==> src/rtl/frame_decoder.sv <==
// Byte-stream frame decoder: sync hunt, N_CTRL-byte header into a control bank, ACK, then sample assembly.
// Optional header XOR checksum with NACK when FRAME_DECODER_CHECKSUM_EN is defined.
module frame_decoder #(
    parameter int          N_CTRL       = 2,
    parameter int          SAMPLE_BYTES = 2,
    parameter logic [7:0]  SYNC_WORD    = 8'hFF,
    parameter logic [7:0]  ACK_WORD     = 8'hAA,
    parameter logic [7:0]  NACK_WORD    = 8'h55,
    parameter int          TIMEOUT      = 1024
) (
    input  logic                      clk,
    input  logic                      rst,
    input  logic [7:0]                data_rx,
    input  logic                      rx,
    output logic [7:0]                data_tx,
    output logic                      tx,
    output logic [8*N_CTRL-1:0]       ctrl,
    output logic                      ctrl_valid,
    output logic [8*SAMPLE_BYTES-1:0] sample,
    output logic                      sample_valid,
    output logic                      in_stream
);

    localparam int BC_W = (N_CTRL > 1) ? $clog2(N_CTRL) : 1;
    localparam int SC_W = (SAMPLE_BYTES > 1) ? $clog2(SAMPLE_BYTES) : 1;
    localparam int TC_W = $clog2(TIMEOUT);
    localparam int SW   = 8 * SAMPLE_BYTES;

    localparam logic [BC_W-1:0] BC_LAST  = BC_W'(N_CTRL - 1);
    localparam logic [SC_W-1:0] SC_LAST  = SC_W'(SAMPLE_BYTES - 1);
    localparam logic [TC_W-1:0] TMO_LAST = TC_W'(TIMEOUT - 1);

    typedef enum logic [2:0] {
        ST_IDLE,
        ST_CTRL,
`ifdef FRAME_DECODER_CHECKSUM_EN
        ST_CSUM,
`endif
        ST_CHECK,
        ST_ACK,
        ST_STREAM
    } state_t;

    state_t                state_q, state_d;
    logic [BC_W-1:0]       byte_cnt_q, byte_cnt_d;
    logic [TC_W-1:0]       tmo_cnt_q, tmo_cnt_d;
    logic [SC_W-1:0]       smp_cnt_q, smp_cnt_d;
    logic [8*N_CTRL-1:0]   shadow_q, shadow_d;
    logic [SW-1:0]         asm_q, asm_d;
    logic [7:0]            data_tx_q, data_tx_d;
    logic                  tx_q, tx_d;
    logic [8*N_CTRL-1:0]   ctrl_q, ctrl_d;
    logic                  ctrl_valid_q, ctrl_valid_d;
    logic [SW-1:0]         sample_q, sample_d;
    logic                  sample_valid_q, sample_valid_d;
    logic [SW+7:0]         asm_shift;

    // First byte of a sample ends up most significant once all bytes are shifted in.
    assign asm_shift = {asm_q, data_rx};

`ifdef FRAME_DECODER_CHECKSUM_EN
    logic       csum_bad_q, csum_bad_d;
    logic [7:0] csum_exp;

    always_comb begin
        csum_exp = 8'h00;
        for (int k = 0; k < N_CTRL; k++) begin
            csum_exp = csum_exp ^ shadow_q[8*k +: 8];
        end
    end
`endif

    always_comb begin
        state_d        = state_q;
        byte_cnt_d     = byte_cnt_q;
        tmo_cnt_d      = tmo_cnt_q;
        smp_cnt_d      = smp_cnt_q;
        shadow_d       = shadow_q;
        asm_d          = asm_q;
        data_tx_d      = data_tx_q;
        tx_d           = 1'b0;
        ctrl_d         = ctrl_q;
        ctrl_valid_d   = 1'b0;
        sample_d       = sample_q;
        sample_valid_d = 1'b0;
`ifdef FRAME_DECODER_CHECKSUM_EN
        csum_bad_d     = csum_bad_q;
`endif
        case (state_q)
            ST_IDLE: begin
                if (rx && data_rx == SYNC_WORD) begin
                    byte_cnt_d = '0;
                    tmo_cnt_d  = '0;
                    state_d    = ST_CTRL;
                end
            end
            ST_CTRL: begin
                if (rx) begin
                    shadow_d[8*int'(byte_cnt_q) +: 8] = data_rx;
                    tmo_cnt_d = '0;
                    if (byte_cnt_q == BC_LAST) begin
                        byte_cnt_d = '0;
`ifdef FRAME_DECODER_CHECKSUM_EN
                        state_d    = ST_CSUM;
`else
                        state_d    = ST_CHECK;
`endif
                    end else begin
                        byte_cnt_d = byte_cnt_q + BC_W'(1);
                    end
                end else if (tmo_cnt_q == TMO_LAST) begin
                    tmo_cnt_d = '0;
                    state_d   = ST_IDLE;
                end else begin
                    tmo_cnt_d = tmo_cnt_q + TC_W'(1);
                end
            end
`ifdef FRAME_DECODER_CHECKSUM_EN
            ST_CSUM: begin
                if (rx) begin
                    csum_bad_d = (data_rx != csum_exp);
                    tmo_cnt_d  = '0;
                    state_d    = ST_CHECK;
                end else if (tmo_cnt_q == TMO_LAST) begin
                    tmo_cnt_d = '0;
                    state_d   = ST_IDLE;
                end else begin
                    tmo_cnt_d = tmo_cnt_q + TC_W'(1);
                end
            end
`endif
            ST_CHECK: begin
`ifdef FRAME_DECODER_CHECKSUM_EN
                if (csum_bad_q) begin
                    tx_d      = 1'b1;
                    data_tx_d = NACK_WORD;
                    state_d   = ST_IDLE;
                end else begin
                    ctrl_d       = shadow_q;
                    ctrl_valid_d = 1'b1;
                    state_d      = ST_ACK;
                end
`else
                ctrl_d       = shadow_q;
                ctrl_valid_d = 1'b1;
                state_d      = ST_ACK;
`endif
            end
            ST_ACK: begin
                tx_d      = 1'b1;
                data_tx_d = ACK_WORD;
                smp_cnt_d = '0;
                asm_d     = '0;
                state_d   = ST_STREAM;
            end
            ST_STREAM: begin
                if (rx && data_rx == SYNC_WORD) begin
                    smp_cnt_d  = '0;
                    asm_d      = '0;
                    byte_cnt_d = '0;
                    tmo_cnt_d  = '0;
                    state_d    = ST_CTRL;
                end else if (rx) begin
                    asm_d = asm_shift[SW-1:0];
                    if (smp_cnt_q == SC_LAST) begin
                        sample_d       = asm_shift[SW-1:0];
                        sample_valid_d = 1'b1;
                        smp_cnt_d      = '0;
                    end else begin
                        smp_cnt_d = smp_cnt_q + SC_W'(1);
                    end
                end
            end
            default: state_d = ST_IDLE;
        endcase
    end

    always_ff @(posedge clk) begin
        if (rst) begin
            state_q        <= ST_IDLE;
            byte_cnt_q     <= '0;
            tmo_cnt_q      <= '0;
            smp_cnt_q      <= '0;
            shadow_q       <= '0;
            asm_q          <= '0;
            data_tx_q      <= '0;
            tx_q           <= 1'b0;
            ctrl_q         <= '0;
            ctrl_valid_q   <= 1'b0;
            sample_q       <= '0;
            sample_valid_q <= 1'b0;
`ifdef FRAME_DECODER_CHECKSUM_EN
            csum_bad_q     <= 1'b0;
`endif
        end else begin
            state_q        <= state_d;
            byte_cnt_q     <= byte_cnt_d;
            tmo_cnt_q      <= tmo_cnt_d;
            smp_cnt_q      <= smp_cnt_d;
            shadow_q       <= shadow_d;
            asm_q          <= asm_d;
            data_tx_q      <= data_tx_d;
            tx_q           <= tx_d;
            ctrl_q         <= ctrl_d;
            ctrl_valid_q   <= ctrl_valid_d;
            sample_q       <= sample_d;
            sample_valid_q <= sample_valid_d;
`ifdef FRAME_DECODER_CHECKSUM_EN
            csum_bad_q     <= csum_bad_d;
`endif
        end
    end

    assign data_tx      = data_tx_q;
    assign tx           = tx_q;
    assign ctrl         = ctrl_q;
    assign ctrl_valid   = ctrl_valid_q;
    assign sample       = sample_q;
    assign sample_valid = sample_valid_q;
    assign in_stream    = (state_q == ST_STREAM);

endmodule

==> config.mk <==
export PLATFORM = sky130hd
export DESIGN_NAME = frame_decoder
export DESIGN_NICKNAME = d
export VERILOG_FILES = /design/src/rtl/frame_decoder.sv
export SDC_FILE = /design/constraint.sdc
export NUM_CORES = 1
export LEC_CHECK = 0
export CORE_UTILIZATION = 47
export CTS_CLUSTER_DIAMETER = 50
export DETAILED_ROUTE_END_ITERATION = 10
export PLACE_DENSITY = 0.76
export SKIP_CTS_REPAIR_TIMING = 1
export SYNTH_ARGS = -nofsm -noshare
export SYNTH_HDL_FRONTEND = slang
export SYNTH_SLANG_ARGS = --single-unit
export TNS_END_PERCENT = 30
==> constraint.sdc <==
create_clock -name clk -period 1.6 [get_ports clk]
set_input_delay 0.32 -clock clk [delete_from_list [all_inputs] [get_ports clk]]
set_output_delay 0.32 -clock clk [all_outputs]
set_load 0.01 [all_outputs]
; ---- Word-level counts from Yosys, hierarchy flattened
; Cells that the tools add are included.
[op_classes]
muxes = 24
addsub = 4
shift = 2
bitwise_logic = 3
n_reduce_logical = 12
eq_ne = 11
[ops]
columns = cell, count
row1 = 4-bit negator with 33-bit output, 1
row2 = "8-bit by 33-bit variable shift with 16-bit output, first input constant", 1
row3 = 8-bit by 33-bit variable part select with 16-bit output, 1
row4 = 10-bit two-way mux, 3
row5 = 10-bit case mux with 2 select lines, 1
row6 = 16-bit bitwise mux, 1
row7 = 8-bit two-way mux, 2
row8 = 8-bit case mux with 2 select lines, 1
row9 = 3-bit two-way mux, 4
row10 = 3-bit case mux with 4 select lines, 1
row11 = "10-bit by 1-bit adder with 10-bit output, second input constant", 1
row12 = "10-bit equality test, second input constant", 1
row13 = 1-bit two-way mux, 9
row14 = "8-bit equality test, second input constant", 1
row15 = "3-bit by 2-bit equality test with 1-bit output, second input constant", 2
row16 = "3-bit inequality test, second input constant", 2
row17 = 2-bit AND reduction, 3
row18 = 3-bit AND reduction, 2
row19 = 1-bit case mux with 2 select lines, 2
row20 = 4-bit AND reduction, 1
row21 = 2-bit nonzero test, 2
row22 = 4-bit OR reduction, 1
row23 = "3-bit by 1-bit equality test with 1-bit output, second input constant", 1
row24 = "3-bit equality test, second input constant", 1
row25 = 8 further kinds, 11
[totals]
in_bits = 11
output_inout_bits = 44
regBits = 75

; ---- Logic depth before layout (Yosys ltp)
[logic_depth]
depth_word = 5
mapped_depth = 6
ltp_nobuf = 5

; ---- Worst setup path after synthesis
; OpenSTA, ideal clock, no wires.
[synth_path]
kind = flip-flop to flip-flop
from = reg state_q[2]
to = reg sample_q[10], in the netlist sample[10]
setup_ns = 0.128
path_buffers = 2
t_arrival_ns = 1.417
stages_incl_launch_ff = 7
required_time_ns = 1.472
path_slack_ns = 0.055
cell_sequence = dfxtp_1 -> buf_4 -> nor3b_4 -> o2111ai_4 -> buf_6 -> mux2i_1 -> nor2_1
[synth_via]
elab_chain_len = 2
[synth_lines]
columns = element, line
row1 = from (decl), 44  ; state_t state_q, state_d;
row2 = from (signal assigned), 196  ; state_q <= state_d;
row3 = 3-bit equality test, n/a
row4 = named net in_stream, 21  ; output logic in_stream
row5 = 4-bit AND reduction (no line), n/a
row6 = to (signal assigned), 206  ; sample_q <= sample_d;
row7 = to (decl), 54  ; logic [SW-1:0] sample_q, sample_d;
; The timed path passes the listed nets, and every way through them passes these cells.
; A chain may end at the register's enable or synchronous reset.

; ---- Worst setup path in the final report
[layout_path]
from = reg sample_q[6], in the netlist sample[6]
to = out sample[6]
[layout_lines]
columns = element, line
row1 = to (decl), 19  ; output logic [8*SAMPLE_BYTES-1:0] sample,
; No word-level cell between the ends.

==> run metrics <==
status complete, no violations; cell taking the most area after synthesis dfxtp_1; clock root buffer clkbuf_8; most common cell in the netlist dfxtp_1; pre-CTS setup slack -366 ps; Post-layout nets 425; post-synthesis sequential area ratio 48.5%; Reg clk slew, reported paths 80 ps; Avg Cell Area, Syn 9.16 sq um; final worst-path cycle share 98.3%; clock tree buffer depth 2; endpoints failing hold 0; layout cells sized above 1 17.9%; Unique masters post-synth 49; Max FO, Critical Path 2; synth top area cells dfxtp_1 48%, mux2i_1 11%, nor2_1 6.3%, nand2_1 4.6%, a21oi_1 4.5%; largest net degree at the start of global routing 58; Yosys warnings 0; Slew Viols, Final 0; Setup crit end kind output port; final wirelength 7.48 mm; critical path, cell by cell clkdlybuf4s50_1; Net Switching 0.806 mW; Post-DP HPWL 5.04 mm; clock sink count 75; IO buf count 50; Logic pwr share 4.2%; Routed WL per cell 15.1 um; Die Height 83.2 um; Starting Density 48.8%; crit path launch type flop; via count 2682; Post-DRT Antenna Nets 0; Core Region 6350 sq um; drt pass-1 iters 4; PD cells 870 nW/um^2; clk_skew 8.51 ps; Worst-Skew Late Latency 350 ps; DRC errors left 0; Die X 83.2 um; drt initial violations 162; cell area after synthesis 3100 sq um; initial antenna violation count 0; first-pass GRT wire length 12.4 mm; Inserted Clock Buffers 9; fmax 636 MHz; # fillers 480; synth cell count leaders 75 x dfxtp_1, 52 x nor2_1, 38 x nand2_1; vias in the first global route 2490; Post-DP Area 3870 sq um; die area 6920 sq um; GPL Wtd Cong 0.853; Synth Instances 338; final worst setup slack 27.7 ps; RSZ-0062 raised after global routing yes; Seq pwr share 50.9%; Tmin final 1570 ps; internal power contribution 2.86 mW; Final setup violation count 0; Max-slew headroom 66.2%; diodes inserted 0; fin area 4220 sq um; Clock H-tree levels 3; Worst path slowest cell clkdlybuf4s50_1; slew at the pin with the worst max-slew slack 500 ps; CTS tree built; register bit total from synthesis 75; gr usage total 22.5%; clock network power share 45.0%; hold_ws 299 ps; Buf+Inv Stages, Crit Path 1; HP Class in2reg; gr ovfl total 0; worst path arrival time 1250 ps; max cap viols 0; dominant synthesized flop cell dfxtp_1; Synth top area share 48.5%; Critical Path RT 1280 ps; worst vdd ir 0.000743 V; Post-synth EDFFs 0; Sw Share 22.0%; Setup CP Type reg2out; IO Pins 55; peak per-stage delay on the critical path 540 ps; area growth from synthesis to layout 36.2%; FFs w/ async S/R, synth 0%; CP delay by family, top buffers and inverters; via density per instance 5.42; Cell Rows 29; LEAKAGE 2.08 nW
flip-flops by register name, indices dropped and copies added, names as in the netlist:
name	count
tx	1
byte_cnt_q	1
sample_valid	1
ctrl	16
sample	16
ctrl_valid	1
smp_cnt_q	1
tmo_cnt_q	10
data_tx	1
asm_q	8
shadow_q	16
state_q	3
metrics by stage:
stage | utilization (%) | setup TNS (ps) | power, mW | cells
floorplan | - | 0 | 1.97 | 341
global placement | 60.9 | -14050 | 2.06 | 478
detailed placement | 60.9 | -14750 | 2.06 | 478
CTS | 64.5 | -1080 | 3.68 | 494
global route | 66.4 | -24.7 | 3.78 | 495
finish | 66.4 | 0 | 3.67 | 495
cell type report:
type	count	area, sq um	area share (%)
clock buffers	11	141	3.35
clock inverters	5	85.1	2.02
inverters	2	7.51	0.178
multi-input cells	235	1490	35.2
flip-flops and latches	75	1510	35.7
well taps	77	96.3	2.28
repair buffers	90	895	21.2
power by group through the flow:
stage	clock (mW)	sequential, mW	combinational [mW]
3_5_place_dp	0	1.91	0.149
2_1_floorplan	0	1.91	0.0605
6_report	1.65	1.87	0.153
5_1_grt	1.75	1.87	0.163
4_1_cts	1.66	1.87	0.150
3_3_place_gp	0	1.91	0.148
layout by cell type (no fill, tap or decap), drive strengths merged, types with 2 or more instances in the layout:
cell type	synthesis	routed
nand2b	5	5
nand3	6	6
a21oi	28	28
bufinv	0	2
conb	1	4
buf	16	41
o21ai	5	5
inv	2	3
clkdlybuf4s50	0	25
a31oi	4	4
a211oi	2	2
nor3	4	4
or3b	2	2
and2	2	2
mux2i	33	33
clkbuf	13	11
nor2b	2	2
and4	4	4
and3	3	3
nor3b	4	4
nor2	52	52
dfxtp	75	75
dlymetal6s2s	0	24
a22oi	11	11
nand4	6	6
nand2	38	38
o2111ai	2	2
worst paths after layout:
path	from	end	slack, ps	cells past startpoint
max	sample[6]	sample[6]	30	1
min reg2reg	shadow_q[11]	ctrl[11]	460	2
min	data_rx[7]	shadow_q[15]	300	3
max reg2reg	state_q[0]	shadow_q[0]	30	5
routing by layer:
| layer | wire, um | track usage [%] | part of all wire (%) | vias to the layer above |
|---|---|---|---|---|
| li1 | - | - | - | 1322 |
| met1 | 3600 | 31.4 | 48 | 1272 |
| met2 | 3370 | 32.9 | 45 | 73 |
| met3 | 388 | 5.77 | 5.2 | 15 |
| met4 | 121 | 9.56 | 1.6 | 0 |
| met5 | 0 | 0 | 0 | - |
cells by family after synthesis:
| logic type | Yosys count | share of synthesized area [%] |
|---|---|---|
| buf+inv | 31 | 5.45 |
| other cells | 1 | 0.121 |
| flops | 75 | 48.5 |
| compound gates | 62 | 13.2 |
| mux | 33 | 10.7 |
| simple gates | 135 | 21.7 |
| fa+ha+maj | 1 | 0.404 |
Power figures use the tool's default switching activity.
